[src/rtl/mram_pkg.sv]
// Shared types, widths and helpers for the MRAM access controller.
package mram_pkg;

    localparam int unsigned ADDR_W = 20;
    localparam int unsigned DATA_W = 16;
    localparam int unsigned BE_W   = DATA_W / 8;

    typedef logic [1:0] state_t;
    localparam state_t StIdle  = 2'd0;
    localparam state_t StSetup = 2'd1;
    localparam state_t StPulse = 2'd2;
    localparam state_t StHold  = 2'd3;

    typedef struct packed {
        logic              we;
        logic [ADDR_W-1:0] addr;
        logic [DATA_W-1:0] wdata;
        logic [BE_W-1:0]   be;
    } mram_req_t;

    // Counter only ever holds T_x-1, so log2 of the largest phase is enough.
    function automatic int unsigned cnt_width(input int unsigned a, input int unsigned b,
                                              input int unsigned c);
        int unsigned m;
        m = a;
        if (b > m) m = b;
        if (c > m) m = c;
        return (m <= 1) ? 1 : $clog2(m);
    endfunction

    function automatic logic [DATA_W-1:0] lane_mask(input logic [BE_W-1:0] be);
        logic [DATA_W-1:0] m;
        for (int i = 0; i < BE_W; i++) m[8*i +: 8] = {8{be[i]}};
        return m;
    endfunction

endpackage

[src/rtl/mram_rr_arb2.sv]
// Two-way round-robin arbiter; on a tie the requester not granted last time wins.
module mram_rr_arb2 (
    input  logic       clk,
    input  logic       rst,
    input  logic       en_i,
    input  logic [1:0] valid_i,
    output logic [1:0] gnt_o,
    output logic       gnt_id_o
);

    logic last_q;

    always_comb begin
        gnt_id_o = 1'b0;
        gnt_o    = 2'b00;
        if (en_i) begin
            gnt_id_o = (&valid_i) ? ~last_q : valid_i[1];
            if (|valid_i) gnt_o = gnt_id_o ? 2'b10 : 2'b01;
        end
    end

    // Reset to 1 so requester 0 wins the first tie.
    always_ff @(posedge clk) begin
        if (rst) begin
            last_q <= 1'b1;
        end else if (|gnt_o) begin
            last_q <= gnt_id_o;
        end
    end

endmodule

[src/rtl/mram_access_ctrl.sv]
// Sequences timed async-SRAM-style accesses to the external MRAM for two requesters.
module mram_access_ctrl
    import mram_pkg::*;
#(
    parameter int unsigned T_SETUP = 2,
    parameter int unsigned T_PULSE = 4,
    parameter int unsigned T_HOLD  = 1
) (
    input  logic              clk,
    input  logic              rst,
    input  logic              req0_valid_i,
    output logic              req0_ready_o,
    input  logic              req0_we_i,
    input  logic [ADDR_W-1:0] req0_addr_i,
    input  logic [DATA_W-1:0] req0_wdata_i,
    input  logic [BE_W-1:0]   req0_be_i,
    input  logic              req1_valid_i,
    output logic              req1_ready_o,
    input  logic              req1_we_i,
    input  logic [ADDR_W-1:0] req1_addr_i,
    input  logic [DATA_W-1:0] req1_wdata_i,
    input  logic [BE_W-1:0]   req1_be_i,
    output logic              rsp_valid_o,
    output logic              rsp_id_o,
    output logic [DATA_W-1:0] rsp_rdata_o,
    output logic              busy_o,
    output logic [ADDR_W-1:0] mram_addr_o,
    output logic [DATA_W-1:0] mram_dq_out_o,
    output logic              mram_dq_oe_o,
    input  logic [DATA_W-1:0] mram_dq_in_i,
    output logic              mram_e_n_o,
    output logic              mram_w_n_o,
    output logic              mram_g_n_o,
    output logic              mram_lb_n_o,
    output logic              mram_ub_n_o
);

    localparam int unsigned CntW = cnt_width(T_SETUP, T_PULSE, T_HOLD);

    state_t          state_q, state_d;
    logic [CntW-1:0] cnt_q, cnt_d;
    mram_req_t       req_q, req_sel;
    logic            id_q;
    logic            rsp_valid_q, rsp_id_q;
    logic [DATA_W-1:0] rsp_rdata_q;
    logic [1:0]      gnt;
    logic            gnt_id;
    logic            last_pulse;
    logic            active;

    mram_rr_arb2 u_arb (
        .clk      (clk),
        .rst      (rst),
        .en_i     ((state_q == StIdle) && !rst),
        .valid_i  ({req1_valid_i, req0_valid_i}),
        .gnt_o    (gnt),
        .gnt_id_o (gnt_id)
    );

    assign req0_ready_o = gnt[0];
    assign req1_ready_o = gnt[1];

    always_comb begin
        req_sel = gnt_id ? '{we: req1_we_i, addr: req1_addr_i, wdata: req1_wdata_i, be: req1_be_i}
                         : '{we: req0_we_i, addr: req0_addr_i, wdata: req0_wdata_i, be: req0_be_i};
    end

    assign last_pulse = (state_q == StPulse) && (cnt_q == '0);

    always_comb begin
        state_d = state_q;
        cnt_d   = (cnt_q != '0) ? cnt_q - 1'b1 : cnt_q;
        case (state_q)
            StIdle: begin
                if (|gnt) begin
                    // Empty byte mask skips the strobe phases entirely.
                    if (req_sel.be == '0) begin
                        state_d = StHold;
                        cnt_d   = CntW'(T_HOLD - 1);
                    end else begin
                        state_d = StSetup;
                        cnt_d   = CntW'(T_SETUP - 1);
                    end
                end
            end
            StSetup: begin
                if (cnt_q == '0) begin
                    state_d = StPulse;
                    cnt_d   = CntW'(T_PULSE - 1);
                end
            end
            StPulse: begin
                if (cnt_q == '0) begin
                    state_d = StHold;
                    cnt_d   = CntW'(T_HOLD - 1);
                end
            end
            StHold: begin
                if (cnt_q == '0) state_d = StIdle;
            end
            default: state_d = StIdle;
        endcase
    end

    always_ff @(posedge clk) begin
        if (rst) begin
            state_q     <= StIdle;
            cnt_q       <= '0;
            req_q       <= '0;
            id_q        <= 1'b0;
            rsp_valid_q <= 1'b0;
            rsp_id_q    <= 1'b0;
            rsp_rdata_q <= '0;
        end else begin
            state_q     <= state_d;
            cnt_q       <= cnt_d;
            rsp_valid_q <= 1'b0;
            if (|gnt) begin
                req_q <= req_sel;
                id_q  <= gnt_id;
                if (!req_sel.we && (req_sel.be == '0)) begin
                    rsp_valid_q <= 1'b1;
                    rsp_id_q    <= gnt_id;
                    rsp_rdata_q <= '0;
                end
            end
            if (last_pulse && !req_q.we) begin
                rsp_valid_q <= 1'b1;
                rsp_id_q    <= id_q;
                rsp_rdata_q <= mram_dq_in_i & lane_mask(req_q.be);
            end
        end
    end

    assign active = (state_q != StIdle) && (req_q.be != '0);

    assign busy_o        = (state_q != StIdle);
    assign rsp_valid_o   = rsp_valid_q;
    assign rsp_id_o      = rsp_id_q;
    assign rsp_rdata_o   = rsp_rdata_q;
    assign mram_addr_o   = req_q.addr;
    assign mram_dq_out_o = req_q.wdata;
    assign mram_dq_oe_o  = active && req_q.we;
    assign mram_e_n_o    = !active;
    assign mram_w_n_o    = !(active && req_q.we && (state_q == StPulse));
    // Output enable only before HOLD, so the bus is released a phase before CE#.
    assign mram_g_n_o    = !(active && !req_q.we && ((state_q == StSetup) || (state_q == StPulse)));
    assign mram_lb_n_o   = !(active && req_q.be[0]);
    assign mram_ub_n_o   = !(active && req_q.be[1]);

endmodule
[config.mk]
export PLATFORM = sky130hd
export DESIGN_NAME = mram_access_ctrl
export DESIGN_NICKNAME = d
export VERILOG_FILES = /design/src/rtl/mram_pkg.sv /design/src/rtl/mram_rr_arb2.sv /design/src/rtl/mram_access_ctrl.sv
export SDC_FILE = /design/constraint.sdc
export NUM_CORES = 1
export LEC_CHECK = 0
export ABC_AREA = 0
export CORE_UTILIZATION = 25
export CTS_CLUSTER_SIZE = 12
export DETAILED_ROUTE_END_ITERATION = 10
export GPL_TIMING_DRIVEN = 0
export PLACE_DENSITY = 0.63
export SYNTH_ARGS = -nofsm -noshare
export SYNTH_HDL_FRONTEND = slang
export SYNTH_SLANG_ARGS = --single-unit
export TNS_END_PERCENT = 50
[constraint.sdc]
create_clock -name clk -period 2.2 [get_ports clk]
set_clock_uncertainty 0.1 [all_clocks]
set_input_delay 0.44 -clock clk [delete_from_list [all_inputs] [get_ports clk]]
set_output_delay 0.44 -clock clk [all_outputs]
set_load 0.01 [all_outputs]
Yosys cells after proc, flatten, opt, wreduce, memory -nomap -nowiden

Cells that the tools add are included.

Bits in registers: 63
Bits in latches: 0
RAM bits: 0
Memory bits (read-only): 0
Input bits: 98
Output and inout port bits: 63
Logic and storage cells: 81
Memories kept: 0

Add/sub/neg operators: 1
$mul: 0
Divide/modulo/power cells: 0
Magnitude comparators: 0
Eq/ne operators: 7
Shift-type cells: 0
Muxes and demuxes: 27
Bitwise operators: 2
Reductions and logical operators: 33

Operators with widths:

| operator                                              | number |
|---|---|
| 2-to-1 mux 16 bit                                     | 3 |
| 2-to-1 mux 39 bit                                     | 1 |
| 2-to-1 mux 2 bit                                      | 12 |
| bitwise AND 16 bit                                    | 1 |
| logical AND 1 bit                                     | 11 |
| nonzero test 2 bit                                    | 5 |
| 2-to-1 mux 1 bit                                      | 9 |
| logical NOT 1 bit                                     | 8 |
| one-hot mux 2 bit (4 select lines)                    | 1 |
| logical NOT 2 bit                                     | 3 |
| one-hot mux 2 bit (3 select lines)                    | 1 |
| == test 2 bit, second input constant                  | 2 |
| inequality test 2 x 1 -> 1 bit, second input constant | 2 |
| inequality test 2 bit, second input constant          | 2 |
| AND reduction 2 bit                                   | 2 |
| AND reduction 4 bit                                   | 1 |
| OR reduction 2 bit                                    | 2 |
| == test 2 x 1 -> 1 bit, second input constant         | 1 |
| subtractor 2 x 1 -> 2 bit, second input constant      | 1 |
| logical OR 1 bit                                      | 1 |
| inverter 1 bit                                        | 1 |

Longest topological paths before layout

Gate-level depths: netlist (run 1).

Depth after elaboration: 9
Depth in mapped cells: 8
Gate-level depth less buffers: 6

Modules after synthesis

A second synthesis (run 1) with hierarchy kept.

Cell total of the unflattened synthesis: 332
Area, all modules: 3134.3 sq um

Modules (own cells, without submodules):

| module           | times used | cells an instance | area an instance (sq um) | seq. area each (sq um) |
|---|---|---|---|---|
| mram_access_ctrl | 1          | 323               | 3070.4                   | 1241.2 |
| mram_rr_arb2     | 1          | 9                 | 63.8                     | 20.0 |

Worst setup path after synthesis (run 1)

No wires, ideal clock.

Path type: reg-to-output
Start: reg state_q[0]
End: out req1_ready_o
Arrival: 1.399 ns
Data required time: 1.660 ns
Setup slack: 0.261 ns
Stages on the path, launching flop included: 7
Buffers on the path: 1
Cell sequence: dfxtp_1 inv_1 ha_1 nor2b_4 nand3_1 buf_4 inv_1

Longest elaborated chain between the ends: 3

RTL lines:

| element                | line                    | text |
|---|---|---|
| from (decl)            | mram_access_ctrl.sv:40  | `state_t state_q, state_d;` |
| from (signal assigned) | mram_access_ctrl.sv:107 | `state_q <= StIdle;` |
| from (signal assigned) | mram_access_ctrl.sv:115 | `state_q <= state_d;` |
| logical NOT 2 bit      | mram_access_ctrl.sv:54  | `.en_i ((state_q == StIdle) && !rst),` |
| logical AND 1 bit      | mram_access_ctrl.sv:54  |  |
| 2-to-1 mux 2 bit       | mram_rr_arb2.sv:16      | `if (en_i) begin` |
| to (decl)              | mram_access_ctrl.sv:18  | `output logic req1_ready_o,` |

No other way between the ends.

Worst setup path after layout (run 1)

Start: in req1_valid_i
End: out req0_ready_o

Longest elaborated chain between the ends: 5
Elaborated cells on any way between the ends: 6
Those cells by class: mux (4); reduce/logical (2)

RTL lines:

| element              | line                   | text |
|---|---|---|
| from (decl)          | mram_access_ctrl.sv:17 | `input logic req1_valid_i,` |
| AND reduction 2 bit  | mram_rr_arb2.sv:17     | `gnt_id_o = (&valid_i) ? ~last_q : valid_i[1];` |
| 2-to-1 mux 1 bit     | mram_rr_arb2.sv:17     |  |
| 2-to-1 mux 2 bit     | mram_rr_arb2.sv:18     | `if (\|valid_i) gnt_o = gnt_id_o ? 2'b10 : 2'b01;` |
| 2-to-1 mux 2 bit (*) | mram_rr_arb2.sv:18     |  |
| 2-to-1 mux 2 bit (*) | mram_rr_arb2.sv:16     |  |
| to (decl)            | mram_access_ctrl.sv:12 | `output logic req0_ready_o,` |

Every way passes the cells marked *; elsewhere a longest branch is shown, timed or not.

==> run_results.csv, run 1 <==
group,metric,value,unit
synth,ys_types,35,
clocking,clockBufferDepth,2,
global_route,grt_pass1_wl,14.3,mm
setup_path,reg2reg_depth,9,
finish,finalNonFillerCells,670,
place,port_buffers,159,
setup_path,cp_slowest_cell,"clkdlybuf4s50_1",
finish,drive_gt1_share,16.1,%
place,place_inst,651,
clocking,numClockSinks,63,
detailed_routing,routed_via_density,4.34,
sta,tightest_slew,570,ps
clocking,cts_inserted_buffers,9,
detailed_routing,num_vias,2906,
detailed_routing,ant_nets,0,
finish,final_cell_mix,"clkdlybuf4s50_1, dfxtp_1, nor2_1",
floorplanning,initial_utilization,25.7,%
detailed_routing,routed_wl,9.07,mm
synth,syn_nets,431,
setup_path,start_kind,"primary input",
finish,layout_commonest_cell,"clkdlybuf4s50_1",
floorplanning,fp.dieH,113,µm
synth,synth_seq_cells,63,
setup_path,worstSetupStartpoint,"req1_valid_i",
floorplanning,die_area,12800,µm²
sta,rsz0062_at_grt,"yes",
finish,finalNetCount,605,
setup_path,cpLargestDelayFamily,"buffers and inverters",
setup_path,cp-end-kind,"output port",
pwr,powerDensity,956,nW/µm²
setup_path,worst-setup-path-type,"primary input to output port",
clocking,cts_tree,"done",
global_route,antenna_found_initial,0,
finish,syn_to_final_growth,70.2,%
detailed_routing,drcViolationCount,0,
clocking,path_clk_slew,60,ps
sta,period_minus_slack,2160,ps
global_route,grt_max_degree,12,
setup_path,crit_end,"req0_ready_o",
sta,fmax,463,MHz
finish,diodes,0,
floorplanning,rows,40,
setup_path,required,1660,ps
place,gp_congestion,0.798,
synth,synth-seq-area-share,40.7,%
clocking,h-tree-depth,3,
setup_path,path_buf_inv,3,
synth,synth_edf_count,0,
sta,finalHoldViolations,0,
detailed_routing,first_pass_iters,4,
synth,yosysWarnings,0,
place,dp.final_hpwl,7.03,mm
setup_path,crit_fanout,7,
pwr,ir_drop,0.338,mV
global_route,grt_pass1_vias,2864,
synth,ys.flop_type,"dfxtp_1",
clocking,clkLatencyLatePin,320,ps
setup_path,r2r_slack,180,ps
setup_path,cpPeakStageDelay,640,ps
setup_path,critPathArrivalTime,1620,ps
sta,final_max_slew_viol_count,0,
min_path,min_path_type,"register to register",
setup_path,path_cells,"clkdlybuf4s50_1 > inv_1 > o211a_1 > clkdlybuf4s15_2",
setup_path,rr_endpoint,"cnt_q[0]",
synth,synthCells,324,
sta,setup_viol,0,
synth,avgSynthCellArea,9.57,µm²
clocking,cts_root_buf,"clkbuf_16",
detailed_routing,drtIter0Drc,71,
setup_path,crit_cells,4,
flow_run,cap_violations,0,
floorplanning,pin_count,161,
detailed_routing,wl_per_cell,13.5,µm
synth,async_flop_share,0,%
floorplanning,die-width,113,µm
global_route,grt-ovfl-total,0,
sta,holdWs,374,ps
floorplanning,core_area,12100,µm²
status,status,"complete, no violations",
sta,relSlewSlack,61.9,%
global_route,grt_usage,14.4,%
finish,post-route-util,43.7,%
setup_path,reg2reg_from,"state_q[0]",
synth,syn_area,3100,µm²
clocking,holdBufCountCts,0,
pwr,p_leak,0.00231,µW
finish,fillCellCount,1172,
sta,min_period_over_period,98.2,%
## per-stage QoR
stage	setup slack [ps]	setup TNS, ps	total power [µW]	cell area (µm²)
after global routing	-15.3	-15.3	5350	5280
after CTS	1.66	0	5100	5260
after detailed placement	-569	-3660	3610	4900
final	39.0	0	5050	5280
after floorplan	261	0	2730	3100
after global placement	-580	-2920	3570	4900
## worst min-delay path by stage
stage	startpoint	cells after the start	end	slack, ps
6_report	rsp_rdata_o[15]	1	rsp_rdata_o[15]	370
3_5_place_dp	rsp_id_o	1	rsp_id_o	360
5_1_grt	id_q	2	id_q	390
3_3_place_gp	rsp_id_o	1	rsp_id_o	350
2_1_floorplan	id_q	2	id_q	350
4_1_cts	id_q	2	id_q	380
## cell usage after synthesis (all sizes together) (2+ instances only)
master | instances | area (µm²)
nand2 | 5 | 18.8
nor3 | 3 | 15.0
dfxtp | 63 | 1260
a211oi | 40 | 300
mux2i | 41 | 410
nand3b | 2 | 15.0
clkbuf | 6 | 22.5
a22o | 16 | 140
nand2b | 2 | 12.5
inv | 10 | 37.5
nor3b | 3 | 27.5
o2bb2ai | 2 | 17.5
ha | 9 | 113
nand3 | 3 | 15.0
buf | 51 | 367
and4 | 2 | 17.5
a21oi | 5 | 25.0
nor2 | 48 | 180
## kinds of logic after synthesis
family | count (synthesis) | share of synthesized area, %
AO/OA/AOI/OAI | 72 | 17.9
AND/OR/NAND/NOR | 72 | 10.8
buffers and inverters | 67 | 13.8
flip-flops | 63 | 40.7
multiplexers | 41 | 13.2
adder cells (fa/ha/maj) | 9 | 3.63
## per-layer routing
metal	up-vias	part of all wire, %	GRT usage (%)
met5	-	0	0
met4	0	0.69	4.47
met3	4	6.1	3.91
met2	95	50	25.5
met1	1333	43	16.8
li1	1474	-	-
## worst register-to-register path: cells and delay by family (launching register included)
family / cells / cell delay (ps)
AO/OA/AOI/OAI: 2 / 250
AND/OR/NAND/NOR: 2 / 470
flip-flops: 1 / 360
adder cells (fa/ha/maj): 1 / 160
buffers and inverters: 4 / 610
## state kept, by name, summed over array words and instances (netlist names)
name / flops
cnt_q: 2
rsp_valid_o: 1
state_q: 2
u_arb.last_q: 1
req_q: 3
rsp_id_o: 1
rsp_rdata_o: 16
mram_addr_o: 20
mram_dq_out_o: 16
id_q: 1
## layout make-up
class,instances,area (µm²),area share [%]
repair buffers,163,1620,30.8
multi-input cells,194,1440,27.4
flip-flops and latches,63,1270,24.0
plain buffers,57,407,7.71
clock buffers,9,225,4.27
well taps,168,210,3.98
clock inverters,6,62.6,1.19
inverters,10,37.5,0.711
## power breakdown
| part | internal [µW] | switching [µW] | leakage [µW] |
|---|---|---|---|
| logic | 1200 | 925 | 0.00166 |
| registers | 1390 | 158 | 0.000517 |
| clock network | 865 | 508 | 0.000133 |
| total | 3450 | 1590 | 0.00231 |
## what timing repair did
item                       CTS  global route
resized for setup           23             7
pin swaps                    1             1
buffers inserted             3             1
setup endpoints to repair   29            17
Note: power is estimated with default switching activity, not from simulation.
==> inputs of run 2 (changes only) <==
--- a/config.mk
+++ b/config.mk
@@ -6,11 +6,13 @@
 export NUM_CORES = 1
 export LEC_CHECK = 0
 export ABC_AREA = 0
+export CORE_MARGIN = 3
 export CORE_UTILIZATION = 25
 export CTS_CLUSTER_SIZE = 12
 export DETAILED_ROUTE_END_ITERATION = 10
 export GPL_TIMING_DRIVEN = 0
 export PLACE_DENSITY = 0.63
+export RECOVER_POWER = 100
 export SYNTH_ARGS = -nofsm -noshare
 export SYNTH_HDL_FRONTEND = slang
 export SYNTH_SLANG_ARGS = --single-unit
==> run_results.csv, run 2 (synthesis results as in run 1) <==
group,metric,value,unit
status,status,"complete, no violations",
global_route,antenna_found_initial,0,
setup_path,critPathArrivalTime,1590,ps
flow_run,cap_violations,0,
clocking,cts_tree,"done",
clocking,clockBufferDepth,2,
floorplanning,initial_utilization,25.7,%
finish,post-route-util,44.2,%
floorplanning,die_area,13800,µm²
setup_path,cp_slowest_cell,"clkdlybuf4s50_1",
setup_path,path_buf_inv,3,
global_route,grt_pass1_wl,15.5,mm
sta,setup_viol,0,
finish,layout_commonest_cell,"clkdlybuf4s50_1",
detailed_routing,wl_per_cell,14.3,µm
pwr,pwr-share-comb,42.2,%
floorplanning,rows,40,
clocking,h-tree-depth,3,
finish,diodes,0,
clocking,cts_root_buf,"clkbuf_16",
min_path,min_path_type,"register to register",
finish,finalNetCount,610,
floorplanning,core_area,12100,µm²
detailed_routing,ant_nets,0,
clocking,cts_inserted_buffers,9,
sta,setup-tns-final,0,ps
place,dp.final_hpwl,7.52,mm
setup_path,cpLargestDelayFamily,"buffers and inverters",
detailed_routing,drcViolationCount,0,
setup_path,required,1660,ps
setup_path,path_cells,"inv_4 > ha_4 > inv_1 > clkdlybuf4s50_1",
sta,fmax,471,MHz
global_route,grt_max_degree,12,
sta,worst_slack,75.0,ps
detailed_routing,routed_via_density,4.36,
setup_path,cpPeakStageDelay,550,ps
global_route,grt_usage,13.8,%
floorplanning,die-width,117,µm
global_route,grt-ovfl-total,0,
finish,final_cell_area,5330,µm²
detailed_routing,routed_wl,9.64,mm
sta,final_max_slew_viol_count,0,
floorplanning,pin_count,161,
clocking,path_clk_slew,60,ps
place,port_buffers,159,
sta,min_period_over_period,96.6,%
pwr,seqPwrFrac,30.0,%
sta,tightest_slew,589,ps
pwr,power.internal,3570,µW
sta,relSlewSlack,60.7,%
sta,holdWs,369,ps
global_route,grt_pass1_vias,3018,
pwr,ir_drop,0.372,mV
place,post-place-ws,-597,ps
finish,syn_to_final_growth,72.1,%
setup_path,cp-end-kind,"output port",
finish,final_cell_mix,"clkdlybuf4s50_1, dfxtp_1, buf_4",
finish,drive_gt1_share,17.1,%
place,gp_congestion,0.821,
pwr,pwr-share-clk,27.8,%
min_path,min_from,"rsp_id_o",
pwr,switching_share,31.2,%
finish,largest_reg_flops,20,
detailed_routing,num_vias,2946,
detailed_routing,drtIter0Drc,101,
pwr,powerDensity,972,nW/µm²
setup_path,start_kind,"register",
setup_path,reg2reg_from,"state_q[1]",
sta,period_minus_slack,2130,ps
place,placed_area,4900,µm²
clocking,numClockSinks,63,
setup_path,worstSetupStartpoint,"state_q[1]",
clocking,clkLatencyLatePin,320,ps
setup_path,crit_fanout,5,
floorplanning,fp.dieH,117,µm
pwr,p_sw,1620,µW
pwr,p_leak,0.00235,µW
detailed_routing,first_pass_iters,4,
setup_path,worst-setup-path-type,"register to output port",
sta,finalHoldViolations,0,
-- run 2: cell types whose count changed in the layout (fill, tap and decap cells not counted), moves of 2 or more --
| cell | delta |
|---|---|
| buf_4 | +6 |
| clkinvlp_4 | -2 |
| inv_2 | -2 |
| clkbuf_8 | +2 |
| inv_4 | +2 |
| buf_2 | +2 |
-- run 2: final cells by class --
type	count	area (µm²)
Fill cell	1212	6730
Timing Repair Buffer	168	1660
Multi-Input combinational cell	194	1440
Sequential cell	63	1270
Buffer	57	404
Clock buffer	11	253
Tap cell	168	210
Clock inverter	5	56.3
Inverter	10	42.5
-- run 2: what timing repair did --
item                                    4_1_cts  5_1_grt
resized for setup                            23        8
buffers inserted                              3        6
gates cloned                                  0        0
hold buffers                                  0        0
endpoints found under the setup margin       38       25
pin swaps                                     1        1
-- run 2: final timing paths --
kind	end	slack [ps]	cells after the start
worst max-delay path	busy_o	70	4
worst min register to register	rsp_id_o	370	1
worst max register to register	mram_addr_o[2]	170	9
worst min-delay path	rsp_id_o	370	1
-- run 2: power by group through the flow --
stage / combinational (µW) / sequential [µW] / clock, µW
final: 2190 / 1560 / 1440
after detailed placement: 2060 / 1560 / 0
after global routing: 2390 / 1590 / 1530
after CTS: 2160 / 1550 / 1490
after global placement: 2030 / 1550 / 0
after floorplan: 1210 / 1520 / 0
-- run 2: stage by stage --
stage	total power, µW	std cells
after floorplan	2730	324
after global placement	3580	651
after detailed placement	3630	651
after CTS	5190	670
after global routing	5510	676
final	5180	676
-- run 2: worst reg2reg max path, stage by stage (launching register included) --
cell,delay [ps]
dfxtp_4,370
inv_4,70
ha_4,150
nor2b_4,180
buf_4,140
o21a_1,110
buf_2,160
clkbuf_4,240
buf_2,260
a211oi_1,110
-- run 2: routing by layer --
| metal | GRT usage, % | vias up | part of all wire, % |
|---|---|---|---|
| met5 | 0 | - | 0 |
| met4 | 3.74 | 0 | 1.5 |
| met3 | 5.74 | 11 | 8.0 |
| met2 | 24.3 | 97 | 50 |
| met1 | 15.3 | 1359 | 40 |
| li1 | - | 1479 | - |
